--- src/rtl/core_preempt_unit.sv ---
// Preempt responder for the decode cascade: accepts one jump, load/store or halt request
// from the oldest requesting slot and runs it to completion (PC redirect, memory, stdio, write-back).
module core_preempt_unit #(
   parameter int         N_SLOTS = 4,
   parameter logic [7:0] IO_ADDR = 8'hFF
) (
   input  logic                   clk_i,
   input  logic                   rst_ni,
   input  logic [N_SLOTS-1:0]     pre_jump_en_i,
   input  logic [N_SLOTS-1:0]     pre_jump_kind_i,
   input  logic [N_SLOTS-1:0]     pre_lsu_en_i,
   input  logic [N_SLOTS-1:0]     pre_lsu_wen_i,
   input  logic [N_SLOTS-1:0]     pre_lsu_kind_i,
   input  logic [N_SLOTS-1:0]     pre_halt_i,
   input  logic [16*N_SLOTS-1:0]  slot_instr_i,
   input  logic [16*N_SLOTS-1:0]  slot_rd_val_i,
   input  logic [16*N_SLOTS-1:0]  slot_rt_val_i,
   output logic                   busy_o,
   output logic                   pc_load_o,
   output logic [7:0]             pc_next_o,
   output logic                   mem_req_o,
   output logic                   mem_we_o,
   output logic [7:0]             mem_addr_o,
   output logic [15:0]            mem_wdata_o,
   input  logic                   mem_ready_i,
   input  logic [15:0]            mem_rdata_i,
   output logic                   stdin_ready_o,
   input  logic                   stdin_valid_i,
   input  logic [15:0]            stdin_data_i,
   output logic                   stdout_valid_o,
   output logic [15:0]            stdout_data_o,
   input  logic                   stdout_ready_i,
   output logic                   wb_en_o,
   output logic [3:0]             wb_rd_o,
   output logic [15:0]            wb_data_o,
   output logic                   halted_o
);

   typedef enum logic [2:0] {
      S_IDLE, S_MEM, S_IO_IN, S_IO_OUT, S_WB, S_HALT
   } state_t;

   state_t state;

   logic [N_SLOTS-1:0] req;
   logic               sel_any;
   logic               sel_halt;
   logic               sel_jump;
   logic               sel_jkind;
   logic               sel_wen;
   logic               sel_lkind;
   logic [7:0]         sel_instr_lo;
   logic [3:0]         sel_rd_idx;
   logic [15:0]        sel_rd;
   logic [7:0]         sel_rt_lo;
   logic [7:0]         lsu_addr;
   logic [3:0]         rd_reg;
   logic               unused_bits;

   assign req = pre_jump_en_i | pre_lsu_en_i | pre_halt_i;

   // The upper instruction nibble and upper R[t] byte play no part here.
   assign unused_bits = ^{slot_instr_i, slot_rt_val_i};

   // Scan from the youngest slot down so the oldest requester is the one left standing.
   always_comb begin
      sel_any      = 1'b0;
      sel_halt     = 1'b0;
      sel_jump     = 1'b0;
      sel_jkind    = 1'b0;
      sel_wen      = 1'b0;
      sel_lkind    = 1'b0;
      sel_instr_lo = 8'h00;
      sel_rd_idx   = 4'h0;
      sel_rd       = 16'h0000;
      sel_rt_lo    = 8'h00;
      for (int i = N_SLOTS - 1; i >= 0; i--) begin
         if (req[i]) begin
            sel_any      = 1'b1;
            sel_halt     = pre_halt_i[i];
            sel_jump     = pre_jump_en_i[i];
            sel_jkind    = pre_jump_kind_i[i];
            sel_wen      = pre_lsu_wen_i[i];
            sel_lkind    = pre_lsu_kind_i[i];
            sel_instr_lo = slot_instr_i[i*16 +: 8];
            sel_rd_idx   = slot_instr_i[i*16+8 +: 4];
            sel_rd       = slot_rd_val_i[i*16 +: 16];
            sel_rt_lo    = slot_rt_val_i[i*16 +: 8];
         end
      end
   end

   assign lsu_addr = sel_lkind ? sel_instr_lo : sel_rt_lo;

   always_ff @(posedge clk_i) begin
      if (!rst_ni) begin
         state          <= S_IDLE;
         rd_reg         <= 4'h0;
         busy_o         <= 1'b0;
         pc_load_o      <= 1'b0;
         pc_next_o      <= 8'h00;
         mem_req_o      <= 1'b0;
         mem_we_o       <= 1'b0;
         mem_addr_o     <= 8'h00;
         mem_wdata_o    <= 16'h0000;
         stdin_ready_o  <= 1'b0;
         stdout_valid_o <= 1'b0;
         stdout_data_o  <= 16'h0000;
         wb_en_o        <= 1'b0;
         wb_rd_o        <= 4'h0;
         wb_data_o      <= 16'h0000;
         halted_o       <= 1'b0;
      end else begin
         pc_load_o <= 1'b0;
         pc_next_o <= 8'h00;
         case (state)
            S_IDLE: begin
               if (sel_any) begin
                  if (sel_halt) begin
                     state    <= S_HALT;
                     busy_o   <= 1'b1;
                     halted_o <= 1'b1;
                  end else if (sel_jump) begin
                     pc_load_o <= 1'b1;
                     pc_next_o <= sel_jkind ? sel_instr_lo : sel_rd[7:0];
                  end else begin
                     busy_o <= 1'b1;
                     rd_reg <= sel_rd_idx;
                     if (lsu_addr == IO_ADDR && !sel_wen) begin
                        state         <= S_IO_IN;
                        stdin_ready_o <= 1'b1;
                     end else if (lsu_addr == IO_ADDR) begin
                        state          <= S_IO_OUT;
                        stdout_valid_o <= 1'b1;
                        stdout_data_o  <= sel_rd;
                     end else begin
                        state       <= S_MEM;
                        mem_req_o   <= 1'b1;
                        mem_we_o    <= sel_wen;
                        mem_addr_o  <= lsu_addr;
                        mem_wdata_o <= sel_rd;
                     end
                  end
               end
            end
            S_MEM: begin
               if (mem_ready_i) begin
                  mem_req_o   <= 1'b0;
                  mem_we_o    <= 1'b0;
                  mem_addr_o  <= 8'h00;
                  mem_wdata_o <= 16'h0000;
                  if (mem_we_o) begin
                     state  <= S_IDLE;
                     busy_o <= 1'b0;
                  end else begin
                     state     <= S_WB;
                     wb_en_o   <= (rd_reg != 4'h0);
                     wb_rd_o   <= rd_reg;
                     wb_data_o <= mem_rdata_i;
                  end
               end
            end
            S_IO_IN: begin
               if (stdin_valid_i) begin
                  state         <= S_WB;
                  stdin_ready_o <= 1'b0;
                  wb_en_o       <= (rd_reg != 4'h0);
                  wb_rd_o       <= rd_reg;
                  wb_data_o     <= stdin_data_i;
               end
            end
            S_IO_OUT: begin
               if (stdout_ready_i) begin
                  state          <= S_IDLE;
                  busy_o         <= 1'b0;
                  stdout_valid_o <= 1'b0;
                  stdout_data_o  <= 16'h0000;
               end
            end
            S_WB: begin
               state     <= S_IDLE;
               busy_o    <= 1'b0;
               wb_en_o   <= 1'b0;
               wb_rd_o   <= 4'h0;
               wb_data_o <= 16'h0000;
            end
            S_HALT: ;
            default: begin
               state  <= S_IDLE;
               busy_o <= 1'b0;
            end
         endcase
      end
   end

   // Younger slots queued behind a halting slot are dead, so only non-halt selections must be unique.
   a_single_requester: assert property (@(posedge clk_i) disable iff (!rst_ni)
      (state == S_IDLE && !sel_halt) |-> $onehot0(req));

endmodule
--- config.mk ---
export PLATFORM = sky130hd
export DESIGN_NAME = core_preempt_unit
export DESIGN_NICKNAME = d
export VERILOG_FILES = /design/src/rtl/core_preempt_unit.sv
export SDC_FILE = /design/constraint.sdc
export NUM_CORES = 1
export LEC_CHECK = 0
export CORE_AREA = 2 2 129 131
export DETAILED_ROUTE_END_ITERATION = 8
export DIE_AREA = 0 0 131 133
export HOLD_SLACK_MARGIN = 0.08
export PLACE_DENSITY = 0.72
export SLEW_MARGIN = 30
export SYNTH_ARGS = -nofsm -noshare
export SYNTH_HDL_FRONTEND = slang
export SYNTH_SLANG_ARGS = --single-unit
--- constraint.sdc ---
create_clock -name clk_i -period 8.6 [get_ports clk_i]
set_input_delay 2.15 -clock clk_i [delete_from_list [all_inputs] [get_ports clk_i]]
set_output_delay 2.15 -clock clk_i [all_outputs]
set_load 0.05 [all_outputs]
==> summary.txt <==
Die Area -> 0.01742 mm^2
Main synth FF type -> dfxtp_1
HPWL after DPL -> 14570 um
max-slew violations -> 0
reg2reg start -> state[0]
clk slew on worst S/H paths -> 60 ps
Final Skew -> 5.706 ps
WP data required -> 8870 ps
setup_tns -> 0 ps
Mapped Cells -> 622
# Post-CTS Setup Buffers -> 0
fmax -> 175.3 MHz
P per Cell Area -> 221.7 mW/mm^2
Setup WS pre-CTS -> 2584 ps
Initial Utilization -> 0.2989
initial antenna violation count -> 0
row count -> 47
Synth async-reset ratio -> 0
Mapped Area -> 0.004833 mm^2
GP Congestion -> 0.8183
Layout Nets -> 1122
Chip Width -> 131 um
Syn Nets -> 875
Post-synth EDFFs -> 0
worst vdd ir -> 0.1137 mV
r2r endpoint -> state[0]
cell leakage power -> 3.125 nW
Slew HR -> 0.4308
Buf/Inv on CP -> 2
kind of critical path -> input pin to register
Syn. warnings -> 0
pin count of the biggest net entering global routing -> 40
GRT Total Usage -> 0.2178
Final WS setup -> 2897 ps
DR DRC count -> 0
Skew-Pair Late Insertion Delay -> 340 ps
placed cells -> 1078
Bufs on Longest Clock Path -> 2
vias per inst -> 5.172
core area -> 0.01617 mm^2
hold path depth -> 2
CP Cell Sequence -> clkdlybuf4s50_1, nor3_4, and2_1, a22oi_1, o21ai_0, a41o_1, nand3_1, a21boi_4, buf_16, mux2i_1
CP top delay family -> simple AND/OR/NAND/NOR gates
CP max stage cell -> clkdlybuf4s50_1
Hold WC Path Type -> register to register
synthesized area per cell -> 7.771 um^2
multi-input logic area -> 0.002914 mm^2
Area growth syn-to-layout -> 67.64%
slowest stage delay, CP -> 730 ps
CTS tree -> yes
chip height -> 133 um
Post-DRT Antenna Nets -> 0
startpoint types -> input pin
Fill cells -> 1610
I/O pin cnt -> 329
non-filler cells, final -> 1093
Critical Path Stages -> 10
global-route wire length before repair -> 29170 um
max_cap viols -> 0
largest registers -> mem_wdata_o (16), stdout_data_o (16), wb_data_o (16)
Slew @ Worst Pin -> 846.0 ps
largest fanout on the critical path -> 15
vias in the first global route -> 5422
FF+latch count, synth -> 83
clock net sink count -> 83
# port buffers -> 280
Worst EP arrival -> 5980 ps
Netlist cell types -> 53
CTS resizes -> 0
CTS Buf Count -> 9
CP endpoint kind -> register
routed len/inst -> 17.51 um
CTS Hold Bufs -> 0
root buf cell -> clkbuf_16
total congestion overflow -> 0
Hold Path Sink -> wb_rd_o[3]
status -> finished, final reports clean
Worst Reg-to-Reg Cells -> 7
share of layout cells above drive strength 1 -> 0.05040
part of the Yosys area used for sequential elements -> 0.3438
final setup vio count -> 0
Reg area -> 0.001662 mm^2
Worst R2R Setup Slack -> 6200 ps
min Tclk post-route -> 5703 ps
htree depth -> 3
final wirelength -> 19140 um
Min Hold Slack -> 449.9 ps
Pre-antenna DRT Iters -> 4
worst hold start -> wb_rd_o[3]
total power -> 1.796 mW
Antenna diodes -> 0
RSZ-0062 raised after global routing -> false
period utilization -> 0.6632
initial detailed-routing violation count -> 341
vias after detailed routing -> 5653
Fin. Hold Viols -> 0
[cells in the mapped netlist, drive strengths merged, types with 2 or more instances]
cell type	instances	area (um^2)
a211oi	12	90.09
a21boi	2	18.77
a21o	2	15.01
a21oi	37	185.2
a221o	18	180.2
a221oi	21	183.9
a22oi	9	67.56
a31oi	14	102.6
a32o	6	60.06
and2	3	18.77
buf	13	82.58
clkbuf	44	165.2
dfxtp	83	1662
inv	13	48.79
mux2i	42	420.4
nand2	99	374.1
nand3	11	55.05
nor2	62	232.7
nor3	28	173.9
nor3b	2	15.01
nor4	3	25.02
o2111ai	3	26.28
o211ai	2	15.01
o21ai	46	230.2
o221ai	3	43.80
o22ai	8	50.05
o31a	11	96.34
o31ai	7	52.55
or3	5	31.28
[area by class of cell]
class                      instances  area share
tap                              220     0.03397
clock inverter                     3    0.002779
sequential                        83      0.2051
multi-input combinational        469      0.3596
clock buffer                      12     0.03166
timing repair buffer             293      0.3609
inverter                          13    0.006022
[placed cells by master, fill, tap and decap left out, types with 11 or more instances in the layout]
| cell | netlist | layout |
|---|---|---|
| a211oi_1 | 12 | 12 |
| a21oi_1 | 37 | 37 |
| a221o_1 | 18 | 18 |
| a221oi_1 | 21 | 21 |
| a31oi_1 | 13 | 12 |
| buf_4 | 3 | 11 |
| clkdlybuf4s50_1 | 0 | 280 |
| dfxtp_1 | 83 | 83 |
| inv_1 | 12 | 11 |
| mux2i_1 | 42 | 42 |
| nand2_1 | 98 | 98 |
| nand3_1 | 11 | 11 |
| nor2_1 | 62 | 62 |
| nor3_1 | 25 | 24 |
| o21ai_0 | 42 | 41 |
| o31a_1 | 11 | 11 |
[logic make-up (layout without fill, tap and decap cells)]
kind of cell	after synthesis	after routing	synth area share
simple gates	216	216	0.1957
compound gates	211	211	0.3122
flops	83	83	0.3438
buf+inv	70	321	0.06135
mux	42	42	0.08698
[worst register-to-register path, delay by kind of cell, from the launching register on]
| family | cells | cell delay [ps] |
|---|---|---|
| AOI/OAI and AO/OA | 5 | 1500 |
| DFF | 1 | 590 |
| and+or+nand+nor | 2 | 240 |
[power breakdown]
part	total, mW	leakage [nW]	internal [mW]	switching (mW)
clock network	0.365	0.139	0.211	0.154
registers	0.519	0.677	0.463	0.0561
logic	0.913	2.31	0.353	0.560
[through the flow]
stage,util,cell area [um^2]
after detailed placement,0.4835,7819
after floorplan,-,4833
after global routing,0.5010,8103
after global placement,0.4808,7775
after CTS,0.5007,8098
final,0.5010,8103
[worst max path at each step]
| stage | startpoint | endpoint | slack [ps] |
|---|---|---|---|
| finish | pre_lsu_en_i[2] | mem_wdata_o[6] | 2900 |
| global route | pre_lsu_en_i[2] | mem_wdata_o[3] | 2690 |
| CTS | pre_lsu_en_i[2] | mem_wdata_o[1] | 2940 |
| detailed placement | pre_jump_en_i[2] | mem_wdata_o[2] | 2580 |
| global placement | pre_lsu_en_i[2] | mem_wdata_o[12] | 1980 |
| floorplan | pre_lsu_en_i[3] | stdout_data_o[10] | 4130 |
[per-layer routing]
metal	up-vias	share of wire	track usage
met5	-	0	0
met4	0	0.027	0.07270
met3	36	0.081	0.06753
met2	236	0.46	0.3443
met1	2577	0.43	0.2808
li1	2804	-	-
Power figures use the tool's default switching activity.
